$ cat src/rtl/pipe_ctrl_if.sv
// Request/control bundle between the hazard/control units and the pipeline
// sequencer. The master side raises requests and observes the pipeline
// controls; the slave side is the sequencer itself.
interface pipe_ctrl_if #(
   parameter int CNT_W = 16
);
   logic             ld_use_req;
   logic             br_taken;
   logic             halt_req;
   logic             imem_stall;
   logic             dmem_stall;
   logic             pc_we;
   logic             fd_we;
   logic             fd_flush;
   logic             de_we;
   logic             de_bubble;
   logic             em_we;
   logic             mw_we;
   logic             halted;
   logic [CNT_W-1:0] stall_cnt;

   modport master (
      output ld_use_req, br_taken, halt_req, imem_stall, dmem_stall,
      input  pc_we, fd_we, fd_flush, de_we, de_bubble, em_we, mw_we,
             halted, stall_cnt
   );

   modport slave (
      input  ld_use_req, br_taken, halt_req, imem_stall, dmem_stall,
      output pc_we, fd_we, fd_flush, de_we, de_bubble, em_we, mw_we,
             halted, stall_cnt
   );
endinterface

$ cat src/rtl/pipe_ctrl.sv
// Pipeline sequencer. Arbitrates memory stalls, taken branches, load-use
// hazards and halt requests into write-enable / flush / bubble controls for
// the PC and the FD/DE/EM/MW registers, drains the pipe on halt and keeps a
// saturating count of cycles in which the PC did not advance.
// Arbitration order: dmem_stall > imem_stall > br_taken > ld_use_req > halt_req.
module pipe_ctrl #(
   parameter int DRAIN_CYCLES = 3,
   parameter int CNT_W        = 16
) (
   input  logic        clk,
   input  logic        rst,
   pipe_ctrl_if.slave  bus
);

   localparam int DRN_W = (DRAIN_CYCLES > 1) ? $clog2(DRAIN_CYCLES) : 1;
   localparam logic [DRN_W-1:0] DRN_LOAD = DRN_W'(DRAIN_CYCLES - 1);
   localparam logic [CNT_W-1:0] CNT_MAX  = {CNT_W{1'b1}};

   typedef enum logic [1:0] {
      ST_RUN    = 2'd0,
      ST_LU_BUB = 2'd1,
      ST_DRAIN  = 2'd2,
      ST_HALTED = 2'd3
   } state_t;

   state_t             state_r;
   state_t             state_nxt_s;
   logic [DRN_W-1:0]   drn_r;
   logic [DRN_W-1:0]   drn_nxt_s;
   logic [CNT_W-1:0]   stall_cnt_r;
   // Set once a held load-use request has been served, so that a request
   // still asserted after the bubble does not insert a second one.
   logic               lu_hold_r;
   logic               lu_hold_nxt_s;
   logic               lu_eff_s;

   logic pc_we_s, fd_we_s, fd_flush_s, de_we_s, de_bubble_s;
   logic em_we_s, mw_we_s, halted_s;

   assign lu_eff_s = bus.ld_use_req & ~lu_hold_r;

   // State, drain counter and load-use bookkeeping registers.
   always_ff @(posedge clk or negedge rst) begin
      if (!rst) begin
         state_r   <= ST_RUN;
         drn_r     <= {DRN_W{1'b0}};
         lu_hold_r <= 1'b0;
      end else begin
         state_r   <= state_nxt_s;
         drn_r     <= drn_nxt_s;
         lu_hold_r <= lu_hold_nxt_s;
      end
   end

   // Saturating count of non-halted cycles in which the PC is held.
   always_ff @(posedge clk or negedge rst) begin
      if (!rst) begin
         stall_cnt_r <= {CNT_W{1'b0}};
      end else if (!pc_we_s && (state_r != ST_HALTED) && (stall_cnt_r != CNT_MAX)) begin
         stall_cnt_r <= stall_cnt_r + CNT_W'(1);
      end else begin
         stall_cnt_r <= stall_cnt_r;
      end
   end

   // Next-state and pipeline control decode.
   always_comb begin
      pc_we_s       = 1'b0;
      fd_we_s       = 1'b0;
      fd_flush_s    = 1'b0;
      de_we_s       = 1'b0;
      de_bubble_s   = 1'b0;
      em_we_s       = 1'b0;
      mw_we_s       = 1'b0;
      halted_s      = 1'b0;
      state_nxt_s   = state_r;
      drn_nxt_s     = drn_r;
      lu_hold_nxt_s = lu_hold_r;

      if (!rst) begin
         // Everything stays deasserted while reset is held.
         state_nxt_s = ST_RUN;
      end else begin
         case (state_r)
            ST_RUN, ST_LU_BUB: begin
               if (bus.dmem_stall) begin
                  // Whole pipe frozen; state and bookkeeping held.
                  state_nxt_s = state_r;
               end else begin
                  pc_we_s     = 1'b1;
                  fd_we_s     = 1'b1;
                  de_we_s     = 1'b1;
                  em_we_s     = 1'b1;
                  mw_we_s     = 1'b1;
                  state_nxt_s = ST_RUN;
                  if (!bus.ld_use_req) begin
                     lu_hold_nxt_s = 1'b0;
                  end else begin
                     lu_hold_nxt_s = lu_hold_r;
                  end

                  if (bus.imem_stall) begin
                     pc_we_s    = 1'b0;
                     fd_flush_s = 1'b1;
                     if (bus.br_taken) begin
                        de_bubble_s = 1'b1;
                     end else begin
                        de_bubble_s = 1'b0;
                     end
                  end else if (bus.br_taken) begin
                     fd_flush_s  = 1'b1;
                     de_bubble_s = 1'b1;
                  end else if ((state_r == ST_RUN) && lu_eff_s) begin
                     pc_we_s       = 1'b0;
                     fd_we_s       = 1'b0;
                     de_bubble_s   = 1'b1;
                     lu_hold_nxt_s = 1'b1;
                     state_nxt_s   = ST_LU_BUB;
                  end else if ((state_r == ST_RUN) && bus.halt_req) begin
                     pc_we_s     = 1'b0;
                     fd_flush_s  = 1'b1;
                     drn_nxt_s   = DRN_LOAD;
                     state_nxt_s = ST_DRAIN;
                  end else begin
                     state_nxt_s = ST_RUN;
                  end
               end
            end

            ST_DRAIN: begin
               if (bus.dmem_stall) begin
                  state_nxt_s = ST_DRAIN;
               end else begin
                  // Fetch side fills with NOPs while the back end empties.
                  fd_we_s     = 1'b1;
                  fd_flush_s  = 1'b1;
                  de_we_s     = 1'b1;
                  de_bubble_s = 1'b1;
                  em_we_s     = 1'b1;
                  mw_we_s     = 1'b1;
                  if (!bus.ld_use_req) begin
                     lu_hold_nxt_s = 1'b0;
                  end else begin
                     lu_hold_nxt_s = lu_hold_r;
                  end
                  if (drn_r == {DRN_W{1'b0}}) begin
                     state_nxt_s = ST_HALTED;
                  end else begin
                     drn_nxt_s = drn_r - DRN_W'(1);
                  end
               end
            end

            ST_HALTED: begin
               halted_s    = 1'b1;
               state_nxt_s = ST_HALTED;
            end

            default: begin
               state_nxt_s = ST_RUN;
            end
         endcase
      end
   end

   assign bus.pc_we     = pc_we_s;
   assign bus.fd_we     = fd_we_s;
   assign bus.fd_flush  = fd_flush_s;
   assign bus.de_we     = de_we_s;
   assign bus.de_bubble = de_bubble_s;
   assign bus.em_we     = em_we_s;
   assign bus.mw_we     = mw_we_s;
   assign bus.halted    = halted_s;
   assign bus.stall_cnt = stall_cnt_r;

endmodule

$ cat src/flat_wrapper.sv
// flat-port wrapper written by rule: the top's interface ports become plain ports
module pipe_ctrl_flat 
#(
   parameter int DRAIN_CYCLES = 3,
   parameter int CNT_W        = 16
)
  (clk, rst, bus_ld_use_req, bus_br_taken, bus_halt_req, bus_imem_stall, bus_dmem_stall, bus_pc_we, bus_fd_we, bus_fd_flush, bus_de_we, bus_de_bubble, bus_em_we, bus_mw_we, bus_halted, bus_stall_cnt);
  pipe_ctrl_if #(.CNT_W(CNT_W)) bus_i ();
  input  logic clk;
  input  logic rst;
  input wire logic [$bits(bus_i.ld_use_req)-1:0] bus_ld_use_req;
  input wire logic [$bits(bus_i.br_taken)-1:0] bus_br_taken;
  input wire logic [$bits(bus_i.halt_req)-1:0] bus_halt_req;
  input wire logic [$bits(bus_i.imem_stall)-1:0] bus_imem_stall;
  input wire logic [$bits(bus_i.dmem_stall)-1:0] bus_dmem_stall;
  output wire logic [$bits(bus_i.pc_we)-1:0] bus_pc_we;
  output wire logic [$bits(bus_i.fd_we)-1:0] bus_fd_we;
  output wire logic [$bits(bus_i.fd_flush)-1:0] bus_fd_flush;
  output wire logic [$bits(bus_i.de_we)-1:0] bus_de_we;
  output wire logic [$bits(bus_i.de_bubble)-1:0] bus_de_bubble;
  output wire logic [$bits(bus_i.em_we)-1:0] bus_em_we;
  output wire logic [$bits(bus_i.mw_we)-1:0] bus_mw_we;
  output wire logic [$bits(bus_i.halted)-1:0] bus_halted;
  output wire logic [$bits(bus_i.stall_cnt)-1:0] bus_stall_cnt;
  assign bus_i.ld_use_req = bus_ld_use_req;
  assign bus_i.br_taken = bus_br_taken;
  assign bus_i.halt_req = bus_halt_req;
  assign bus_i.imem_stall = bus_imem_stall;
  assign bus_i.dmem_stall = bus_dmem_stall;
  assign bus_pc_we = bus_i.pc_we;
  assign bus_fd_we = bus_i.fd_we;
  assign bus_fd_flush = bus_i.fd_flush;
  assign bus_de_we = bus_i.de_we;
  assign bus_de_bubble = bus_i.de_bubble;
  assign bus_em_we = bus_i.em_we;
  assign bus_mw_we = bus_i.mw_we;
  assign bus_halted = bus_i.halted;
  assign bus_stall_cnt = bus_i.stall_cnt;
  pipe_ctrl #(.DRAIN_CYCLES(DRAIN_CYCLES), .CNT_W(CNT_W)) u_core (.clk(clk), .rst(rst), .bus(bus_i));
endmodule
$ cat config.mk
export PLATFORM = sky130hd
export DESIGN_NAME = pipe_ctrl_flat
export DESIGN_NICKNAME = d
export VERILOG_FILES = /design/src/rtl/pipe_ctrl_if.sv /design/src/rtl/pipe_ctrl.sv /design/src/flat_wrapper.sv
export SDC_FILE = /design/constraint.sdc
export NUM_CORES = 1
export LEC_CHECK = 0
export ABC_AREA = 1
export ABC_CLOCK_PERIOD_IN_PS = 1700
export BUFFER_PORTS_ARGS = -buffer_cell sky130_fd_sc_hd__buf_2
export CAP_MARGIN = 40
export CORE_MARGIN = 10
export CORE_UTILIZATION = 33
export CTS_CLUSTER_DIAMETER = 40
export DETAILED_ROUTE_END_ITERATION = 10
export HOLD_SLACK_MARGIN = 0.02
export PLACE_DENSITY = 0.56
export REMOVE_ABC_BUFFERS = 1
export SLEW_MARGIN = 40
export SYNTH_ARGS = -nofsm -noshare
export SYNTH_HDL_FRONTEND = slang
export SYNTH_SLANG_ARGS = --single-unit
$ cat constraint.sdc
create_clock -name clk -period 1.7 [get_ports clk]
set_clock_uncertainty 0.05 [all_clocks]
set_input_delay 0.17 -clock clk [delete_from_list [all_inputs] [get_ports clk]]
set_output_delay 0.17 -clock clk [all_outputs]
set_load 0.02 [all_outputs]
==> impl_metrics.json, run 1 <==
{
  "via_per_inst": 4.60,
  "use_met2": 0.172,
  "instances_no_fill": 295,
  "setup_violations": 0,
  "fmax_ghz": 0.613,
  "criticalPathCategory": "register to primary output",
  "drt_first_pass_iters": 4,
  "io_buffers": 30,
  "wirelength_mm": 3.51,
  "clk_pin_slew_ns": 0.07,
  "yosysSeqAreaShare": 0.386,
  "area_growth_pct": 33.4,
  "grt_max_degree": 22,
  "rsz0062_at_grt": "true",
  "synth.avg_cell_area_sq_um": 6.83,
  "dp.final_hpwl_mm": 2.65,
  "required_ns": 1.48,
  "finalCoreUtilization": 0.454,
  "synth_top_area_frac": 0.386,
  "globalRoute.totalOverflow": 0,
  "hp-class": "primary input to async pin",
  "crit_family": "buffers and inverters",
  "clock_sinks": 21,
  "multi_input_area_sq_um": 790,
  "antenna_left": 0,
  "antenna_found_initial": 1,
  "grt_pass1_vias": 1379,
  "final_common_cell": "nand2_1",
  "cts_buffer_depth": 2,
  "dp_cells": 282,
  "slew_viol_final": 0,
  "syn_inst": 199,
  "rr_startpoint": "u_core.state_r[1]",
  "cp_num_buf_inv": 5,
  "route.detailed.drc": 0,
  "diodes": 0,
  "relSlewSlack": 0.694,
  "htree_levels": 1,
  "peakVddDrop_mv": 0.596,
  "num_io_pins": 31,
  "rrSetupSlack_ns": 0.10,
  "die_x_um": 84.2,
  "cts_buffers": 3,
  "gp_congestion": 0.809,
  "synthDistinctLibCells": 22,
  "ctsRootBufferMaster": "clkbuf_8",
  "rows": 23,
  "cts_tree": "done",
  "yosys_warnings": 0,
  "critPathMaxStageDelay_ns": 0.42,
  "fill_cells": 417,
  "coreArea_sq_mm": 0.00400,
  "dr_total_vias": 1356,
  "worst_slew_pin_slew_ns": 0.459,
  "path_cells": "buf_6 > nand2_4 > inv_2 > nor2_4 > buf_4 > nand2_1 > inv_1 > buf_4",
  "fin_crit_sh": 0.960,
  "die_area_sq_mm": 0.00709,
  "cp.arrival_ns": 1.41,
  "nets": 255,
  "whs_ns": 0.0277,
  "status": "finished, final reports clean",
  "wire_per_inst_um": 11.9,
  "grtUsageMet1": 0.117,
  "critPathMaxFanout": 4,
  "grt_usage": 0.100,
  "busiest_layer": "met2",
  "cap_violations": 0,
  "powerDensity_mw_per_mm2": 914,
  "synth.area.top_cells": "dfrtp_1 (39%), nand2_1 (22%), inv_1 (6.1%)",
  "start_kind": "register",
  "crit_top_cell": "buf_4",
  "use_met3": 0.0329,
  "clk_latency_ns": 0.26,
  "r2r-end": "u_core.state_r[0]",
  "mostFrequentLayoutCells": "nand2_1 (76), buf_2 (27), dfrtp_1 (21)",
  "reg2regPathDepth": 7,
  "synth-seq-cells": 21,
  "drive_gt1_frac": 0.286,
  "timing.final.crit_period_ns": 1.63,
  "hold_viol": 0,
  "die_y_um": 84.2,
  "slowest_stage": "dfrtp_1",
  "regArea_sq_um": 526,
  "grt_pass1_wl_mm": 6.19,
  "cellLeakagePower_uw": 0.000986,
  "initial_core_util": 0.340,
  "syn_area_sq_mm": 0.00136,
  "endpoint_kind": "primary output",
  "drt_iter0_drc": 74,
  "yosys.area.top_type": "dfrtp_1"
}
==> metrics by stage <==
step | setup slack [ns] | TNS (ns) | cell area, sq um | total power, uW
floorplan | -0.575 | -1.78 | 1330 | 1070
detailed placement | 0.0672 | 0 | 1590 | 1290
global placement | 0.102 | 0 | 1590 | 1280
finish | 0.0674 | 0 | 1810 | 1660
CTS | 0.0292 | 0 | 1690 | 1650
global route | -0.0637 | -0.134 | 1810 | 1810
==> metal layers <==
layer	up-vias	routed length [um]	share of wire
li1	712	-	-
met1	608	1540	0.44
met2	30	1710	0.49
met3	4	232	0.066
met4	2	14	0.0040
met5	-	12	0.0034
==> worst max path at each step <==
stage / from / to / slack [ns] / depth (start not counted)
floorplan: u_core.state_r[1] / bus_de_bubble / -0.57 / 5
global placement: u_core.bus.stall_cnt[0] / u_core.bus.stall_cnt[13] / 0.10 / 8
detailed placement: u_core.bus.stall_cnt[0] / u_core.bus.stall_cnt[3] / 0.07 / 8
CTS: u_core.state_r[1] / bus_de_bubble / 0.03 / 7
global route: u_core.state_r[1] / bus_fd_flush / -0.06 / 7
finish: u_core.state_r[1] / bus_fd_we / 0.07 / 8
==> worst register-to-register path, cell delays in order (launching register included) <==
cell,delay (ns)
dfrtp_1,0.42
buf_6,0.15
buf_4,0.13
inv_1,0.13
nor2_1,0.07
o21ai_1,0.24
o21ai_0,0.13
a31oi_1,0.19
==> power by group <==
part	switching, uW	total [uW]	internal, uW
clock	159	325	167
combinational	376	637	262
sequential	106	696	590
==> state kept, by name, indices dropped and copies added, names as in the netlist <==
name and count:
u_core.drn_r 2, u_core.state_r 2, u_core.lu_hold_r 1, u_core.bus.stall_cnt 16
==> repair_timing <==
item                                    CTS  global route
endpoints found under the setup margin    6            20
resized for setup                         6            25
hold buffers                              1             0
hold endpoints to repair                 21             0
buffers inserted                          3             5
pin swaps                                 2             5
==> cells in the mapped netlist, drive strengths merged <==
cell type	number
a31oi	3
buf	4
o211ai	1
nor3	3
nor2	24
inv	22
a21oi	2
nand3	10
o21ai	8
xnor2	6
xor2	6
nand4	3
ha	2
nand2	83
dfrtp	21
or2	1
==> final cells by class <==
class                      instances  area share
sequential                        21       0.290
tap                               50      0.0345
multi-input combinational        152       0.435
inverter                          22      0.0455
clock buffer                       4      0.0248
timing repair buffer              46       0.170
==> cell families after synthesis <==
group | after synthesis | synth area share
flip-flops | 21 | 0.386
AND/OR/NAND/NOR | 124 | 0.378
AO/OA/AOI/OAI | 14 | 0.0561
XOR/XNOR | 12 | 0.0773
buffers and inverters | 26 | 0.0837
adder cells (fa/ha/maj) | 2 | 0.0184
Power figures use the tool's default switching activity.
==> inputs of run 2 (changes only) <==
--- a/config.mk
+++ b/config.mk
@@ -9,13 +9,12 @@
 export ABC_CLOCK_PERIOD_IN_PS = 1700
 export BUFFER_PORTS_ARGS = -buffer_cell sky130_fd_sc_hd__buf_2
 export CAP_MARGIN = 40
-export CORE_MARGIN = 10
+export CORE_MARGIN = 3
 export CORE_UTILIZATION = 33
 export CTS_CLUSTER_DIAMETER = 40
 export DETAILED_ROUTE_END_ITERATION = 10
 export HOLD_SLACK_MARGIN = 0.02
 export PLACE_DENSITY = 0.56
-export REMOVE_ABC_BUFFERS = 1
 export SLEW_MARGIN = 40
 export SYNTH_ARGS = -nofsm -noshare
 export SYNTH_HDL_FRONTEND = slang
==> run 2 against run 1 <==
Die area shrank 30%. Via count grew 1.3%. Cell count grew 4.4%. Critical endpoint is now bus_de_bubble.
==> impl_metrics.json, run 2 (synthesized netlist as in run 1, its figures left out) <==
{
  "status": "finished, final reports clean",
  "finalCoreUtilization": 0.493,
  "fin_crit_sh": 0.983,
  "required_ns": 1.48,
  "clock_sinks": 21,
  "grt_pass1_wl_mm": 5.49,
  "cts_tree": "done",
  "finish.instance_area_sq_mm": 0.00189,
  "pwr-share-clk": 0.191,
  "cap_violations": 0,
  "globalRoute.totalOverflow": 0,
  "ctsRootBufferMaster": "clkbuf_8",
  "initial_core_util": 0.355,
  "placed_area_sq_mm": 0.00166,
  "p_sw_frac": 0.375,
  "diodes": 0,
  "power_frac_comb": 0.409,
  "power_uw": 1700,
  "grt_max_degree": 14,
  "route.detailed.drc": 0,
  "endpoint_kind": "primary output",
  "synth_nets": 208,
  "htree_levels": 1,
  "wirelength_mm": 3.42,
  "clk_pin_slew_ns": 0.08,
  "rsz0062_at_grt": "true",
  "cts_buffer_depth": 2,
  "instances_no_fill": 308,
  "peakVddDrop_mv": 0.572,
  "powerDensity_mw_per_mm2": 901,
  "largest_reg_flops": 16,
  "num_io_pins": 31,
  "intPower_uw": 1060,
  "grt_usage": 0.137,
  "via_per_inst": 4.46,
  "setup_violations": 0,
  "dr_total_vias": 1374,
  "die_y_um": 70.2,
  "finalSetupTns_ns": 0,
  "grt_pass1_vias": 1228,
  "io_buffers": 30,
  "rows": 22,
  "dp_cells": 288,
  "drt_first_pass_iters": 4,
  "dp.final_hpwl_mm": 2.59,
  "relSlewSlack": 0.722,
  "coreArea_sq_mm": 0.00383,
  "gp_congestion": 0.824,
  "clk_latency_ns": 0.26,
  "die_area_sq_mm": 0.00493,
  "criticalPathCategory": "register to primary output",
  "fill_cells": 402,
  "mostFrequentLayoutCells": "nand2_1 (78), buf_4 (29), buf_2 (27)",
  "hp-class": "primary input to register",
  "cellLeakagePower_uw": 0.00102,
  "cp.arrival_ns": 1.45,
  "seq_power_share": 0.400,
  "final_common_cell": "nand2_1",
  "hold_viol": 0,
  "antenna_found_initial": 0,
  "drt_iter0_drc": 33,
  "critPathMaxFanout": 4,
  "timing.final.crit_period_ns": 1.67,
  "start_kind": "register",
  "cts_buffers": 3,
  "area_growth_pct": 38.7,
  "die_x_um": 70.2,
  "nets": 270,
  "wire_per_inst_um": 11.1,
  "switchingPower_uw": 638,
  "antenna_left": 0,
  "drive_gt1_frac": 0.319,
  "worst_slew_pin_slew_ns": 0.412,
  "slew_viol_final": 0,
  "fmax_ghz": 0.599
}
[run 2: area by class of cell]
class | count | area, sq um | share of cell area
Timing Repair Buffer | 61 | 408 | 0.216
Sequential cell | 21 | 527 | 0.279
Clock buffer | 4 | 45.0 | 0.0239
Multi-Input combinational cell | 152 | 764 | 0.405
Inverter | 22 | 82.6 | 0.0438
Tap cell | 48 | 60.1 | 0.0318
[run 2: worst max-delay path, cell delays in order (launching register included)]
cell	delay (ns)
dfrtp_1	0.40
nor2_2	0.15
nand2_2	0.09
or2_4	0.24
a31oi_4	0.18
buf_6	0.14
[run 2: repair_timing]
item / in CTS / in global routing
pin swaps: 1 / 5
hold endpoints to repair: 21 / 0
setup endpoints to repair: 2 / 20
cloned: 0 / 0
setup buffers: 2 / 13
gates resized for setup: 3 / 17
hold buffers: 1 / 0
[run 2: per-layer routing]
layer	vias up	track usage	wire, um
met5	-	0	0
met4	0	0.0319	31
met3	2	0.0317	153
met2	29	0.209	1570
met1	600	0.195	1670
li1	743	-	-
[run 2: metrics by stage]
step	hold WS (ns)	setup slack (ns)
after floorplan	-0.176	0.0133
after global placement	0.108	0.143
after detailed placement	0.113	0.0788
after CTS	0.107	0.00428
after global routing	0.112	-0.0389
final	0.110	0.0295
[run 2: power groups by stage]
stage | clock network [uW] | logic, uW | registers [uW]
after floorplan | 0 | 288 | 789
after global placement | 0 | 608 | 695
after detailed placement | 0 | 606 | 698
after CTS | 336 | 623 | 689
after global routing | 351 | 784 | 693
final | 324 | 695 | 681
[run 2: path summary, 6_finish.rpt]
kind,from,endpoint,slack (ns),cells past startpoint
worst max-delay path,u_core.state_r[1],bus_de_bubble,0.03,5
worst min-delay path,bus_ld_use_req,u_core.lu_hold_r,0.11,3
max in group asynchronous,rst,u_core.bus.stall_cnt[0],0.97,3
worst max register to register,u_core.state_r[1],u_core.state_r[0],0.07,6
worst min register to register,u_core.drn_r[0],u_core.drn_r[0],0.45,1
min in group asynchronous,rst,u_core.bus.stall_cnt[11],0.45,3
